**src/rtl/ifetch_btb_pkg.sv**
```systemverilog
// Shared definitions for the fetch stage and its direct-mapped BTB:
// default geometry, reset PC, bubble word and 2-bit counter encodings.
package ifetch_btb_pkg;

  localparam int          ROM_AW_DEF   = 10;
  localparam int          BTB_IDX_DEF  = 4;
  localparam logic [31:0] RESET_PC_DEF = 32'h0000_0000;
  localparam logic [31:0] NOP_WORD     = 32'h0000_0000;

  typedef enum logic [1:0] {
    CTR_SNT = 2'd0,
    CTR_WNT = 2'd1,
    CTR_WT  = 2'd2,
    CTR_ST  = 2'd3
  } ctr_e;

  // Saturating step of a 2-bit direction counter.
  function automatic ctr_e ctrStep(input ctr_e cur, input logic taken);
    logic [1:0] raw;
    raw = cur;
    if (taken) begin
      if (cur != CTR_ST) raw = raw + 2'd1;
    end else begin
      if (cur != CTR_SNT) raw = raw - 2'd1;
    end
    return ctr_e'(raw);
  endfunction

endpackage

```
**src/rtl/btb_dm.sv**
```systemverilog
// Direct-mapped branch target buffer: combinational lookup port and a
// synchronous training port; a same-index lookup sees pre-update contents.
module btb_dm
  import ifetch_btb_pkg::*;
#(
  parameter int BTB_IDX = BTB_IDX_DEF
) (
  input  logic        clk,
  input  logic        rst_n,
  input  logic [31:0] lookup_pc_i,
  output logic        predict_o,
  output logic [31:0] target_o,
  input  logic        upd_en_i,
  input  logic [31:0] upd_pc_i,
  input  logic [31:0] upd_target_i,
  input  logic        upd_taken_i
);

  localparam int ENTRIES = 1 << BTB_IDX;
  localparam int TAG_W   = 32 - BTB_IDX - 2;

  logic [ENTRIES-1:0] valid_q;
  logic [TAG_W-1:0]   tag_q    [ENTRIES];
  logic [31:0]        target_q [ENTRIES];
  ctr_e               ctr_q    [ENTRIES];

  logic [BTB_IDX-1:0] lookupIdx;
  logic [BTB_IDX-1:0] updIdx;
  logic [TAG_W-1:0]   lookupTag;
  logic [TAG_W-1:0]   updTag;
  logic               lookupHit;
  logic               updHit;
  logic [3:0]         unusedLowBits;

  assign lookupIdx     = lookup_pc_i[BTB_IDX+1:2];
  assign lookupTag     = lookup_pc_i[31:BTB_IDX+2];
  assign updIdx        = upd_pc_i[BTB_IDX+1:2];
  assign updTag        = upd_pc_i[31:BTB_IDX+2];
  assign unusedLowBits = {lookup_pc_i[1:0], upd_pc_i[1:0]};

  assign lookupHit = valid_q[lookupIdx] && (tag_q[lookupIdx] == lookupTag);
  assign predict_o = lookupHit && ctr_q[lookupIdx][1];
  assign target_o  = target_q[lookupIdx];
  assign updHit    = valid_q[updIdx] && (tag_q[updIdx] == updTag);

  // A miss that resolves taken evicts whatever alias held the slot.
  always_ff @(posedge clk or negedge rst_n) begin
    if (!rst_n) begin
      valid_q <= '0;
      for (int i = 0; i < ENTRIES; i++) begin
        tag_q[i]    <= '0;
        target_q[i] <= '0;
        ctr_q[i]    <= CTR_WNT;
      end
    end else if (upd_en_i) begin
      if (updHit) begin
        ctr_q[updIdx] <= ctrStep(ctr_q[updIdx], upd_taken_i);
        if (upd_taken_i) target_q[updIdx] <= upd_target_i;
      end else if (upd_taken_i) begin
        valid_q[updIdx]  <= 1'b1;
        tag_q[updIdx]    <= updTag;
        target_q[updIdx] <= upd_target_i;
        ctr_q[updIdx]    <= CTR_WT;
      end
    end
  end

endmodule

```
**src/rtl/ifetch_btb.sv**
```systemverilog
// Instruction-fetch stage: PC register, ROM addressing, IF/ID latch and
// next-PC selection between redirect, halt, stall and BTB prediction.
module ifetch_btb
  import ifetch_btb_pkg::*;
#(
  parameter int          ROM_AW   = ROM_AW_DEF,
  parameter int          BTB_IDX  = BTB_IDX_DEF,
  parameter logic [31:0] RESET_PC = RESET_PC_DEF
) (
  input  logic              clk,
  input  logic              rst_n,
  output logic [ROM_AW-1:0] rom_addr,
  input  logic [31:0]       rom_data,
  input  logic              stall,
  input  logic              halt,
  input  logic              redirect,
  input  logic [31:0]       redirect_pc,
  input  logic              upd_en,
  input  logic [31:0]       upd_pc,
  input  logic [31:0]       upd_target,
  input  logic              upd_taken,
  output logic              if_id_valid,
  output logic [31:0]       if_id_instr,
  output logic [31:0]       if_id_pc,
  output logic              if_id_pred_taken,
  output logic [31:0]       if_id_pred_target
);

  logic [31:0] pc_q, pc_d;
  logic        valid_q, valid_d;
  logic [31:0] instr_q, instr_d;
  logic [31:0] ifPc_q, ifPc_d;
  logic        predTaken_q, predTaken_d;
  logic [31:0] predTarget_q, predTarget_d;

  logic        predict;
  logic [31:0] btbTarget;
  logic [31:0] predNext;

  btb_dm #(.BTB_IDX(BTB_IDX)) uBtb (
    .clk          (clk),
    .rst_n        (rst_n),
    .lookup_pc_i  (pc_q),
    .predict_o    (predict),
    .target_o     (btbTarget),
    .upd_en_i     (upd_en),
    .upd_pc_i     (upd_pc),
    .upd_target_i (upd_target),
    .upd_taken_i  (upd_taken)
  );

  assign predNext = predict ? btbTarget : (pc_q + 32'd4);
  assign rom_addr = pc_q[ROM_AW+1:2];

  // Redirect beats halt beats stall; a bubble also clears pc/target fields.
  always_comb begin
    pc_d         = pc_q;
    valid_d      = valid_q;
    instr_d      = instr_q;
    ifPc_d       = ifPc_q;
    predTaken_d  = predTaken_q;
    predTarget_d = predTarget_q;
    if (redirect || halt) begin
      valid_d      = 1'b0;
      instr_d      = NOP_WORD;
      ifPc_d       = '0;
      predTaken_d  = 1'b0;
      predTarget_d = '0;
      if (redirect) pc_d = redirect_pc;
    end else if (!stall) begin
      pc_d         = predNext;
      valid_d      = 1'b1;
      instr_d      = rom_data;
      ifPc_d       = pc_q;
      predTaken_d  = predict;
      predTarget_d = predNext;
    end
  end

  always_ff @(posedge clk or negedge rst_n) begin
    if (!rst_n) begin
      pc_q         <= RESET_PC;
      valid_q      <= 1'b0;
      instr_q      <= NOP_WORD;
      ifPc_q       <= '0;
      predTaken_q  <= 1'b0;
      predTarget_q <= '0;
    end else begin
      pc_q         <= pc_d;
      valid_q      <= valid_d;
      instr_q      <= instr_d;
      ifPc_q       <= ifPc_d;
      predTaken_q  <= predTaken_d;
      predTarget_q <= predTarget_d;
    end
  end

  assign if_id_valid       = valid_q;
  assign if_id_instr       = instr_q;
  assign if_id_pc          = ifPc_q;
  assign if_id_pred_taken  = predTaken_q;
  assign if_id_pred_target = predTarget_q;

endmodule

```
**config.mk**
```make
export PLATFORM = sky130hd
export DESIGN_NAME = ifetch_btb
export DESIGN_NICKNAME = d
export VERILOG_FILES = /design/src/rtl/ifetch_btb_pkg.sv /design/src/rtl/btb_dm.sv /design/src/rtl/ifetch_btb.sv
export SDC_FILE = /design/constraint.sdc
export NUM_CORES = 2
export LEC_CHECK = 0
export BUFFER_PORTS_ARGS = -buffer_cell sky130_fd_sc_hd__buf_2
export CORE_MARGIN = 4
export CORE_UTILIZATION = 40
export CTS_CLUSTER_SIZE = 24
export DETAILED_ROUTE_END_ITERATION = 8
export GPL_TIMING_DRIVEN = 0
export SLEW_MARGIN = 0
export SYNTH_ARGS = -nofsm -noshare
export SYNTH_HDL_FRONTEND = slang
export SYNTH_SLANG_ARGS = --single-unit
```
**constraint.sdc**
```tcl
create_clock -name clk -period 4.6 [get_ports clk]
set_input_delay 0.92 -clock clk [delete_from_list [all_inputs] [get_ports clk]]
set_output_delay 0.92 -clock clk [all_outputs]
set_load 0.02 [all_outputs]
```
==> results.tsv <==
stage	metric	value	unit
outcome	outcome	complete, but fails checks	
outcome	failing checks	negative setup slack	
critical_path	Crit. End Element	flip-flop	
sta	slew margin rel.	0.157	
layout	Final Instance Count excl. Fillers	6258	
global_routing	gr ovfl total	0	
placed_design	Area after DPL	0.0598	mm^2
logic_synthesis	Synth top area share	0.486	
logic_synthesis	most frequent cell after synthesis	dfrtp_1	
layout	nets	4407	
critical_path	Critical Path Source Type	input pin	
logic_synthesis	cell taking the most area after synthesis	dfrtp_1	
logic_synthesis	most common flop cell mapped by yosys	dfrtp_1	
global_routing	initial antenna violation count	24	
logic_synthesis	EDFF count, synth	0	
hold_path	HP Class	input pin to async pin	
logic_synthesis	mux cell area share after synthesis	0.376	
pwr	leakage power	28.5	nW
logic_synthesis	Seq/Total Area, Yosys	0.494	
layout	layout cell share with drive strength beyond 1	0.465	
routing	drt initial violations	4498	
logic_synthesis	top post-synthesis cells by area	dfrtp_1 (49%), mux2_2 (15%), mux4_2 (14%)	
clock_network	htree depth	3	
run	Max Cap Viol	0	
pwr	Sequential Power Share	0.424	
logic_synthesis	Synth Area in Adders	0.000580	
clock_network	Num Clock Sinks	1106	
sta	Final setup viols	120	
critical_path	slowest stage cell, crit path	or4_1	
critical_path	CP required	5.19	ns
clock_network	hold-fix buffers at CTS	0	
sta	pins over their slew limit	0	
pwr	Power Total	29.7	mW
critical_path	setup slack, reg-to-reg	-0.04	ns
logic_synthesis	Yosys reg bits	1106	
routing	Wirelength per Cell	32.6	um
clock_network	CTS tree	done	
floorplanning	Floorplan Core Area	0.139	mm^2
placed_design	gp weighted congestion	1.00	
pwr	switching power	8.89	mW
clock_network	worst skew pair latency	0.78	ns
critical_path	CP delay by family, top	buffers and inverters	
global_routing	All-Layer GR Usage	0.276	
critical_path	Crit Reg-Reg Endpoint	pc_q[4]	
logic_synthesis	Mapped Avg Cell Area	14.5	um^2
critical_path	buffers and inverters on the worst path	6	
global_routing	largest net degree at the start of global routing	172	
global_routing	vias in the first global route	38300	
sta	Worst Max-Slew Pin Slew	1.25	ns
layout	Finished Core Util	0.467	
logic_synthesis	post-synthesis async set-or-reset flop share	1.00	
sta	Clock Skews	0.0794	ns
logic_synthesis	post-synthesis simple-gate area fraction	0.0373	
pwr	switching fraction of total power	0.299	
sta	Worst Hold Margin	0.0203	ns
sta	Final Hold Fails	0	
routing	vias per cell	6.08	
critical_path	critical path type	input pin to flip-flop	
logic_synthesis	Compound-Gate Fraction of Synth Area	0.0472	
sta	Tcrit/Tclk final	1.02	
clock_network	root buf cell	clkbuf_16	
logic_synthesis	post-synthesis xor/xnor area fraction	0.00952	
pwr	Max IR drop VDD	0.361	mV
routing	Residual DRC	0	
routing	Post-DRT Antenna Nets	0	
critical_path	Crit path top cell by count	buf_12	
critical_path	worst-case reg-to-reg path depth	10	
logic_synthesis	synth cell count leaders	dfrtp_1 (1090), mux2_2 (758), mux4_2 (344), clkbuf_1 (217), mux2i_1 (195)	
logic_synthesis	Syn Nets	4002	
routing	vias after detailed routing	38100	
placed_design	I/O Buffers	229	
clock_network	clock-pin slew on the worst setup and hold paths	0.06	ns
critical_path	FF-to-FF Start	pc_q[3]	
critical_path	Max Fanout on Critical Path	10	
sta	fmax	213	MHz
placed_design	Post-DP HPWL	141000	um
floorplanning	initial core utilization	0.403	
routing	final WL	204000	um
logic_synthesis	largest family of logic cells by synthesized area	multiplexers	
sta	final worst path period need	4.69	ns
pwr	Cell Int Power	20.8	mW
floorplanning	Rows	137	
critical_path	signal arrival time at the worst endpoint	5.28	ns
floorplanning	Die X	382	um
logic_synthesis	synthesized cell area	0.0561	mm^2
logic_synthesis	Ys Warns	0	
placed_design	Inst Count DP	5979	
global_routing	first-pass GRT wire length	290000	um
critical_path	crit-path cells	clkbuf_4 -> buf_2 -> mux4_2 -> a22o_1 -> a221oi_2 -> xor2_1 -> o311ai_1 -> or4_1 -> nor4_4 -> buf_12 -> buf_12 -> nor3_4 -> buf_12 -> buf_6 -> mux2_4	
pwr	Clk pwr share	0.340	
critical_path	CP peak stage delay	0.63	ns
logic_synthesis	Yosys cell types	79	
floorplanning	total die area	0.146	mm^2
pwr	pwr dens	456	mW/mm^2
layout	Area growth syn-to-layout	16.1	%
clock_network	Inserted Clock Buffers	118	
sta	Setup WS post-layout	-0.0918	ns
floorplanning	Top-Level Pins	243	
pwr	Gate power share	0.236	
clock_network	Longest Clk Path Bufs	3	
layout	post-route design area	0.0651	mm^2
logic_synthesis	cells after synthesis	3866	
routing	Initial DRT Pass Iterations	6	
floorplanning	Die Ht	382	um
## cells by family (layout without fill, tap and decap cells)
kind of cell,after synthesis,after routing
flops,1106,1106
compound gates,381,381
buf+inv,421,928
xor+xnor,61,61
simple gates,407,407
fa+ha+maj,3,3
other cells,0,9
mux,1487,1487
## stage by stage
step                      setup WS (ns)   TNS, ns
after floorplan                   0.251         0
after global placement           -22.30         -
after detailed placement          -2.55  -1428.47
after CTS                       0.00212         0
after global routing           -0.00196  -0.00196
final                           -0.0918     -3.93
## per-layer routing
| layer | vias up | global-route usage | wire length [um] | part of all wire |
|---|---|---|---|---|
| met3 | 526 | 0.0811 | 19100 | 0.094 |
| li1 | 15400 | - | - | - |
| met1 | 20300 | 0.368 | 82200 | 0.40 |
| met4 | 6 | 0.139 | 12400 | 0.061 |
| met2 | 1926 | 0.412 | 90400 | 0.44 |
| met5 | - | 0 | 43 | 0.00021 |
## state kept, by name, indices dropped and copies added (netlist names)
signal and cells:
if_id_valid 1, if_id_pc 32, if_id_pred_taken 1, pc_q 32, if_id_instr 32, uBtb.valid_q 16, uBtb.ctr_q 32, if_id_pred_target 32
uBtb.tag_q 416, uBtb.target_q 512
## final cells by class
class | count | area (um^2)
multi-input combinational | 2339 | 26700
clock inverter | 51 | 668
sequential | 1106 | 27700
clock buffer | 171 | 3420
fill | 12300 | 74200
timing repair buffer | 288 | 1850
inverter | 57 | 214
antenna | 9 | 22.5
tap | 1876 | 2350
buffer | 361 | 2190
## placed cells by master (no fill, tap or decap), types with 17 or more instances in the layout
master     count
o21ai_0       56
dfrtp_1     1087
o22ai_1       38
mux2_2       758
buf_4         78
nor3_1        33
mux4_2       344
buf_2        256
clkbuf_1     210
xor2_1        17
nand2_1       76
buf_12        17
clkbuf_16    120
inv_1         56
buf_6         47
a22oi_1       25
nand3_1       28
o211ai_1      26
clkbuf_2      25
clkinv_2      26
a21oi_1       72
mux2_4       190
o2bb2ai_1     18
nor2_1       145
mux2i_1      178
xnor2_1       41
clkbuf_8      23
nor2b_1       18
## timing repair
item | in CTS | in global routing
buffers inserted | 48 | 3
endpoints found under the setup margin | 636 | 480
resized for setup | 209 | 51
pin swaps | 19 | 6
## worst max path at each step
| stage | from | endpoint | slack, ns | cells after the start |
|---|---|---|---|---|
| 4_1_cts | pc_q[3] | if_id_pred_target[16] | 0.002 | 13 |
| 3_3_place_gp | rst_n | uBtb.target_q[408] | -22.30 | 1 |
| 5_1_grt | pc_q[2] | if_id_pred_target[28] | -0.002 | 13 |
| 6_report | upd_pc[3] | uBtb.tag_q[362] | -0.09 | 15 |
| 3_5_place_dp | pc_q[3] | pc_q[23] | -2.55 | 11 |
| 2_1_floorplan | upd_pc[3] | uBtb.tag_q[136] | 0.25 | 13 |
## power groups by stage
| stage | clock, mW | combinational [mW] | sequential [mW] |
|---|---|---|---|
| final | 10.1 | 7.00 | 12.6 |
| after global routing | 10.6 | 7.31 | 12.8 |
| after CTS | 10.2 | 6.85 | 12.5 |
| after detailed placement | 0 | 6.69 | 12.7 |
| after global placement | 0 | 6.56 | 12.7 |
| after floorplan | 0 | 4.50 | 12.3 |
Power figures use the tool's default switching activity.
